`src/rtl/spi_slave.sv`:
```
// spi_slave: SPI target, CPHA=0, oversampled in the clk domain.
// Optional SPI_SLAVE_ERR_COUNT_EN enables the saturating err_count.
//
// Ports:
//   clk, n_rst           system clock, async active-low reset
//   spi_sclk/ss_n/mosi   SPI pins from the master (asynchronous)
//   spi_miso/miso_oe     SPI data back to the master, output enable
//   tx_data_in/valid_in  TX word stream in (tx_ready_out = buffer empty)
//   rx_data_out/valid    RX word stream out (rx_ready_in accepts)
//   overrun_out          one-cycle pulse when an RX word is dropped
//   err_count            dropped-word count (0 when counter disabled)
module spi_slave #(
    parameter int unsigned          DATA_BITS = 8,
    parameter bit                   CPOL      = 1'b0,
    parameter bit                   LSBF      = 1'b0,
    parameter logic [DATA_BITS-1:0] IDLE_FILL = '1
) (
    input  logic                 clk,
    input  logic                 n_rst,
    input  logic                 spi_sclk,
    input  logic                 spi_ss_n,
    input  logic                 spi_mosi,
    output logic                 spi_miso,
    output logic                 spi_miso_oe,
    input  logic [DATA_BITS-1:0] tx_data_in,
    input  logic                 tx_valid_in,
    output logic                 tx_ready_out,
    output logic [DATA_BITS-1:0] rx_data_out,
    output logic                 rx_valid_out,
    input  logic                 rx_ready_in,
    output logic                 overrun_out,
    output logic [7:0]           err_count
);

    localparam int CW = $clog2(DATA_BITS + 1);

    typedef enum logic [1:0] {IDLE, LOAD, SHIFT, DONE} state_t;

    state_t state, state_nx;

    logic [1:0] sclk_sy, ss_sy, mosi_sy;
    logic       sclk_q, ss_q;
    logic       sclk_s, ss_s, mosi_s;
    logic       lead, trail, ss_fall;

    logic [DATA_BITS-1:0] tx_buf, tx_sr, rx_sr, tx_word;
    logic                 tx_full;
    logic [CW-1:0]        bit_cnt;
    logic                 drop;

    assign sclk_s  = sclk_sy[1];
    assign ss_s    = ss_sy[1];
    assign mosi_s  = mosi_sy[1];
    assign lead    = CPOL ? (sclk_q & ~sclk_s) : (~sclk_q & sclk_s);
    assign trail   = CPOL ? (~sclk_q & sclk_s) : (sclk_q & ~sclk_s);
    assign ss_fall = ss_q & ~ss_s;

    assign tx_ready_out = ~tx_full;
    assign tx_word      = tx_full ? tx_buf : IDLE_FILL;
    assign drop         = (state == DONE) && rx_valid_out && !rx_ready_in;

    always_ff @(posedge clk or negedge n_rst) begin
        if (!n_rst) begin
            sclk_sy <= {2{CPOL}};
            ss_sy   <= 2'b11;
            mosi_sy <= 2'b00;
            sclk_q  <= CPOL;
            ss_q    <= 1'b1;
        end else begin
            sclk_sy <= {sclk_sy[0], spi_sclk};
            ss_sy   <= {ss_sy[0], spi_ss_n};
            mosi_sy <= {mosi_sy[0], spi_mosi};
            sclk_q  <= sclk_s;
            ss_q    <= ss_s;
        end
    end

    always_ff @(posedge clk or negedge n_rst) begin
        if (!n_rst) state <= IDLE;
        else        state <= state_nx;
    end

    always_comb begin
        state_nx = state;
        unique case (state)
            IDLE:  if (ss_fall) state_nx = LOAD;
            LOAD:  state_nx = SHIFT;
            SHIFT: begin
                if (ss_s)
                    state_nx = IDLE;
                else if (lead && bit_cnt == CW'(DATA_BITS - 1))
                    state_nx = DONE;
            end
            DONE:  state_nx = ss_s ? IDLE : LOAD;
            default: state_nx = IDLE;
        endcase
    end

    always_ff @(posedge clk or negedge n_rst) begin
        if (!n_rst) begin
            tx_buf  <= '0;
            tx_full <= 1'b0;
        end else if (tx_valid_in && !tx_full) begin
            tx_buf  <= tx_data_in;
            tx_full <= 1'b1;
        end else if (state == LOAD) begin
            tx_full <= 1'b0;
        end
    end

    always_ff @(posedge clk or negedge n_rst) begin
        if (!n_rst) begin
            tx_sr       <= '0;
            rx_sr       <= '0;
            bit_cnt     <= '0;
            spi_miso    <= 1'b1;
            spi_miso_oe <= 1'b0;
        end else begin
            unique case (state)
                IDLE: begin
                    spi_miso    <= 1'b1;
                    spi_miso_oe <= 1'b0;
                end
                LOAD: begin
                    tx_sr       <= tx_word;
                    spi_miso    <= LSBF ? tx_word[0] : tx_word[DATA_BITS-1];
                    spi_miso_oe <= 1'b1;
                    bit_cnt     <= '0;
                end
                SHIFT: begin
                    if (ss_s) begin
                        spi_miso    <= 1'b1;
                        spi_miso_oe <= 1'b0;
                    end else begin
                        if (lead) begin
                            bit_cnt <= bit_cnt + CW'(1);
                            if (LSBF) rx_sr <= {mosi_s, rx_sr[DATA_BITS-1:1]};
                            else      rx_sr <= {rx_sr[DATA_BITS-2:0], mosi_s};
                        end
                        // At count 0 the pending trailing edge belongs to the
                        // previous word; LOAD already drove the first bit.
                        if (trail && bit_cnt != '0) begin
                            if (LSBF) begin
                                tx_sr    <= tx_sr >> 1;
                                spi_miso <= tx_sr[1];
                            end else begin
                                tx_sr    <= tx_sr << 1;
                                spi_miso <= tx_sr[DATA_BITS-2];
                            end
                        end
                    end
                end
                DONE: if (ss_s) spi_miso <= 1'b1;
                default: ;
            endcase
            if (ss_s) spi_miso_oe <= 1'b0;
        end
    end

    always_ff @(posedge clk or negedge n_rst) begin
        if (!n_rst) begin
            rx_data_out  <= '0;
            rx_valid_out <= 1'b0;
            overrun_out  <= 1'b0;
        end else begin
            overrun_out <= drop;
            if (state == DONE && (!rx_valid_out || rx_ready_in)) begin
                rx_data_out  <= rx_sr;
                rx_valid_out <= 1'b1;
            end else if (rx_valid_out && rx_ready_in) begin
                rx_valid_out <= 1'b0;
            end
        end
    end

`ifdef SPI_SLAVE_ERR_COUNT_EN
    logic [7:0] err_q;
    always_ff @(posedge clk or negedge n_rst) begin
        if (!n_rst)
            err_q <= 8'd0;
        else if (drop && err_q != 8'hFF)
            err_q <= err_q + 8'd1;
    end
    assign err_count = err_q;
`else
    assign err_count = 8'd0;
`endif

endmodule

```
`config.mk`:
```
export PLATFORM = sky130hd
export DESIGN_NAME = spi_slave
export DESIGN_NICKNAME = d
export VERILOG_FILES = /design/src/rtl/spi_slave.sv
export SDC_FILE = /design/constraint.sdc
export NUM_CORES = 1
export LEC_CHECK = 0
export CAP_MARGIN = 10
export CORE_MARGIN = 4
export CORE_UTILIZATION = 50
export CTS_CLUSTER_DIAMETER = 60
export DETAILED_ROUTE_END_ITERATION = 6
export PLACE_DENSITY = 0.8
export SKIP_LAST_GASP = 1
export SYNTH_ARGS = -nofsm -noshare
export SYNTH_HDL_FRONTEND = slang
export SYNTH_SLANG_ARGS = --single-unit
```
`constraint.sdc`:
```
create_clock -name clk -period 4.2 [get_ports clk]
set_input_delay 0.84 -clock clk [delete_from_list [all_inputs] [get_ports clk]]
set_output_delay 0.84 -clock clk [all_outputs]
set_load 0.01 [all_outputs]
```
# After elaboration in Yosys (flattened, before gate mapping)
# Cells that the tools add are included.
word_totals:
  register_bits: 50
  output_inout_bits: 21
  input_bits: 15
  word_cells: 79
classes:
  n_eq_ne: 11
  n_bitwise: 7
  mux: 22
  add_sub_neg: 1
  n_reduce_logical: 22
op_table:
  columns: ["op", "count"]
  rows:
  - ["$mux 7", 2]
  - ["$pmux 7 s2", 1]
  - ["$ne 2x2->1 const B", 5]
  - ["$mux 1", 9]
  - ["$reduce_and 3->1", 3]
  - ["$mux 4", 2]
  - ["$mux 8", 1]
  - ["$pmux 2 s4", 1]
  - ["$pmux 4 s2", 1]
  - ["$logic_and 1x1->1", 7]
  - ["$mux 2", 3]
  - ["$ne 3x3->1 const B", 2]
  - ["$reduce_bool 2->1", 3]
  - ["$add 4x1->4 const B", 1]
  - ["$eq 2x2->1 const B", 2]
  - ["$eq 4x3->1 const B", 1]
  - ["$not 1->1", 4]
  - ["$pmux 1 s4", 1]
  - ["$reduce_and 2->1", 2]
  - ["$reduce_bool 4->1", 1]
  - ["$and 1x1->1", 3]
  - ["$logic_not 1->1", 3]
  - ["$reduce_bool 3->1", 1]
  - ["$eq 2x1->1 const B", 1]
  - ["other kinds (3)", 3]

# Logic depth before layout (Yosys ltp)
logic_depth:
  word_depth: 6
  depth_mapped: 7
  mapped_depth_nobuf: 6

# Least setup slack after synthesis
# OpenSTA, ideal clock, no wires.
synth_path:
  path_type: "input-to-reg"
  from: "in rx_ready_in"
  to: "reg rx_data_out[0]"
  path_stages: 3
  setup_ns: 0.125
  arrival_time_ns: 1.559
  slack_ns: 2.516
  required_ns: 4.075
  n_path_buf: 0
  cell_sequence: "nand2b_1 -> nand2_1 -> mux2_2"
synth_via:
  elab_chain_len: 2
synth_rtl:
  columns: ["element", "line_no", "source"]
  rows:
  - ["start: declaration", "30", "input logic rx_ready_in,"]
  - ["$logic_or 1x1->1", "167", "if (state == DONE && (!rx_valid_out || rx_ready_in)) begin"]
  - ["$logic_and 1x1->1", "167", null]
  - ["end signal: assignment", "168", "rx_data_out <= rx_sr;"]
  - ["end: declaration", "28", "output logic [DATA_BITS-1:0] rx_data_out,"]
# No other way between the ends.
# A chain may end at the register's enable or synchronous reset.

# Worst setup path in the final report
layout_path:
  from: "reg tx_full"
  to: "out tx_ready_out"
layout_via:
  elab_chain_len: 1
layout_rtl:
  columns: ["element", "line_no", "source"]
  rows:
  - ["start: declaration", "47", "logic tx_full;"]
  - ["start signal: assignment", "102", "tx_full <= 1'b0;"]
  - ["start signal: assignment", "105", "tx_full <= 1'b1;"]
  - ["start signal: assignment", "107", "tx_full <= 1'b0;"]
  - ["$not 1->1", "58", "assign tx_ready_out = ~tx_full;"]
  - ["end: declaration", "27", "output logic tx_ready_out,"]
# No other way between the ends.

==> impl_metrics.env <==
export IMPL_slowest_stage="clkdlybuf4s50_1"
export IMPL_gp_congestion=0.748
export IMPL_crit_chain="clkinv_1 -> clkdlybuf4s50_1"
export IMPL_grt_max_degree=51
export IMPL_pwr_density_cell_mw_per_mm2=623
export IMPL_rsz0062_at_grt="no"
export IMPL_worstPathArrival_ns=1.42
export IMPL_cts_tree="built"
export IMPL_cp_start_kind="register"
export IMPL_n_antenna_cell=0
export IMPL_synth_top_family_by_area="multiplexers"
export IMPL_drc=0
export IMPL_slew_limit_headroom=0.312
export IMPL_stdcell_count=250
export IMPL_die_y_um=74.2
export IMPL_synth_largest_area_cell="dfrtp_1"
export IMPL_wl_met1_mm=1.56
export IMPL_num_io_pins=36
export IMPL_syn_avg_cell_area_um2=12.9
export IMPL_numPortBuffers=27
export IMPL_reg2reg_depth=6
export IMPL_min_from="sclk_sy[0]"
export IMPL_ys_types=33
export IMPL_synthMuxAreaShare=0.164
export IMPL_slew_viol_final=0
export IMPL_grt_pass1_wl_mm=6.35
export IMPL_reg2reg_to="spi_miso"
export IMPL_grtUsageTotal=0.152
export IMPL_synthTopCellsByCount="dfrtp_1, mux2_2, nand2_1, o21ai_0, nor2_1"
export IMPL_synth_most_common_cell="dfrtp_1"
export IMPL_cts_root_buffer="clkbuf_8"
export IMPL_worstPathMaxFanout=9
export IMPL_die_width_um=74.2
export IMPL_cts_resized=0
export IMPL_cts_htree_levels=2
export IMPL_endpoint_kind="output port"
export IMPL_required_ns=3.36
export IMPL_status="completed"
export IMPL_routed_wl_met2_mm=1.77
export IMPL_drv_cap=0
export IMPL_period_share=0.538
export IMPL_via_per_inst=5.06
export IMPL_wl_per_cell_um=14.2
export IMPL_syn_inst=170
export IMPL_cts_setup_buffers=0
export IMPL_cpPeakStageDelay_ns=0.54
export IMPL_hp_class="register to register"
export IMPL_critPathKind="register to output port"
export IMPL_wl_met3_um=154
export IMPL_syn2layout_area_growth_pct=15.9
export IMPL_synth_yosys_seq_area_share=0.573
export IMPL_initial_core_util=0.533
export IMPL_numCtsBuffers=5
export IMPL_drtAntennaViolNets=0
export IMPL_regToRegStartpoint="state[0]"
export IMPL_vias=1264
export IMPL_pre_cts_slack_ns=1.79
export IMPL_synthXorXnorAreaFrac=0.00799
export IMPL_whs_endpoint="sclk_sy[1]"
export IMPL_fillCellCount=335
export IMPL_grt_overflow=0
export IMPL_netlist_top_cells_area="dfrtp_1, mux2_2, dfstp_2"
export IMPL_synthFlopType="dfrtp_1"
export IMPL_synth_warnings=0
export IMPL_totalWireLength_mm=3.54
export IMPL_setup_tns_ns=0
export IMPL_synth_area_mm2=0.00219
export IMPL_min_period_ns=2.26
export IMPL_p_leak_nw=1.13
export IMPL_synth_compound_area_share=0.0828
export IMPL_clock_skew_ns=0.00910
export IMPL_rows=23
export IMPL_synth_edff_count=0
export IMPL_hold_viol=0
export IMPL_synth_top_cell_area_share=0.525
export IMPL_timing_fmax_mhz=443
export IMPL_ys_seq_elements=50
export IMPL_setup_viol=0
export IMPL_worst_slack_ns=1.94
export IMPL_drt_iter0_drc=70
export IMPL_synth_simple_area_share=0.0822
export IMPL_drive_above_1_share=0.250
export IMPL_die_area_mm2=0.00551
export IMPL_grt_pass1_vias=1358
export IMPL_first_pass_iters=4
export IMPL_worst_pin_slew_ns=1.03
export IMPL_synthArstFlopShare=1.00
export IMPL_topRoutingLayerUsed="met4"
export IMPL_dp_cells=242
export IMPL_synthAdderAreaFrac=0.0342
export IMPL_clk_latency_ns=0.30
export IMPL_clockBufferDepth=2
export IMPL_peakVddDrop_mv=0.358
export IMPL_final_nets=220
export IMPL_clock_sinks=50
export IMPL_ctsHoldBuffers=0
export IMPL_r2r_slack_ns=2.12
export IMPL_dp_hpwl_mm=2.67
export IMPL_antenna_found_initial=0
export IMPL_clk_pin_slew_ns=0.09
export IMPL_core_mm2=0.00412
export IMPL_whs_path_depth=0
[power by group]
| part | internal, mW | switching (mW) | total (mW) | leakage [nW] |
|---|---|---|---|---|
| registers | 0.629 | 0.0928 | 0.722 | 0.621 |
| logic | 0.316 | 0.279 | 0.595 | 0.468 |
| clock network | 0.118 | 0.150 | 0.267 | 0.0452 |
| total | 1.06 | 0.521 | 1.58 | 1.13 |
[registers in the layout, summed over array words and instances (netlist names)]
name          flops
bit_cnt           4
mosi_sy           2
overrun_out       1
rx_data_out       8
rx_sr             8
rx_valid_out      1
sclk_q            1
sclk_sy           2
spi_miso          1
spi_miso_oe       1
ss_q              1
ss_sy             2
state             2
tx_buf            8
tx_full           1
tx_sr             7
[critical path, delay by kind of cell, from the launching register on]
family | cells | cell delay [ns]
flops | 1 | 0.38
buf+inv | 2 | 0.74
[final cells by class]
type | instances | area [um^2] | share of cell area
repair buffers | 27 | 265 | 0.104
flip-flops and latches | 50 | 1260 | 0.494
multi-input cells | 108 | 845 | 0.332
well taps | 50 | 62.6 | 0.0246
clock inverters | 2 | 13.8 | 0.00542
clock buffers | 6 | 72.6 | 0.0286
inverters | 7 | 26.3 | 0.0103
[cells in the final DEF (no fill, tap or decap)]
cell,n
and2b_4,1
xor2_1,2
nand4_1,1
clkinv_4,1
nand2b_1,5
a22oi_1,1
and4bb_4,1
clkinv_1,1
a21oi_1,6
ha_1,6
inv_1,6
nor2b_1,1
dfstp_2,4
clkbuf_8,5
o21ai_0,11
clkinv_2,1
a221oi_4,1
nor3b_1,1
o21ai_4,1
nand3b_1,1
nand3_1,1
mux2_2,32
conb_1,8
o31ai_1,1
buf_2,1
nor2_1,10
clkdlybuf4s50_1,26
clkbuf_1,1
a21bo_2,1
a21o_1,2
o21ai_1,1
dfrtp_1,46
nand2_1,11
a221oi_1,1
nor2_4,1
[routing by layer]
layer	global-route usage	vias to the layer above
met2	0.243	25
li1	-	616
met5	0	-
met1	0.196	616
met4	0.0711	0
met3	0.0351	7
[kinds of logic (layout without fill, tap and decap cells)]
kind of cell	count (synthesis)	in the layout
flip-flops	50	50
AND/OR/NAND/NOR	34	34
multiplexers	32	32
AO/OA/AOI/OAI	26	26
buffers and inverters	19	42
adder cells (fa/ha/maj)	6	6
XOR/XNOR	2	2
other	1	8
[worst max-delay path by stage]
stage	from	end	cells past startpoint
after floorplan	rx_ready_in	rx_data_out[0]	3
after global placement	tx_valid_in	tx_buf[4]	3
after detailed placement	tx_valid_in	tx_buf[2]	3
after CTS	tx_full	tx_ready_out	2
after global routing	tx_full	tx_ready_out	2
final	tx_full	tx_ready_out	2
[stage by stage]
step	util	hold WS, ns	cell area, um^2	power (mW)
floorplan	-	0.331	2220	1.16
global placement	0.597	0.335	2450	1.29
detailed placement	0.597	0.335	2450	1.34
CTS	0.618	0.356	2540	1.61
global route	0.618	0.366	2540	1.71
finish	0.618	0.354	2540	1.58
(Power assumes the default switching activity.)
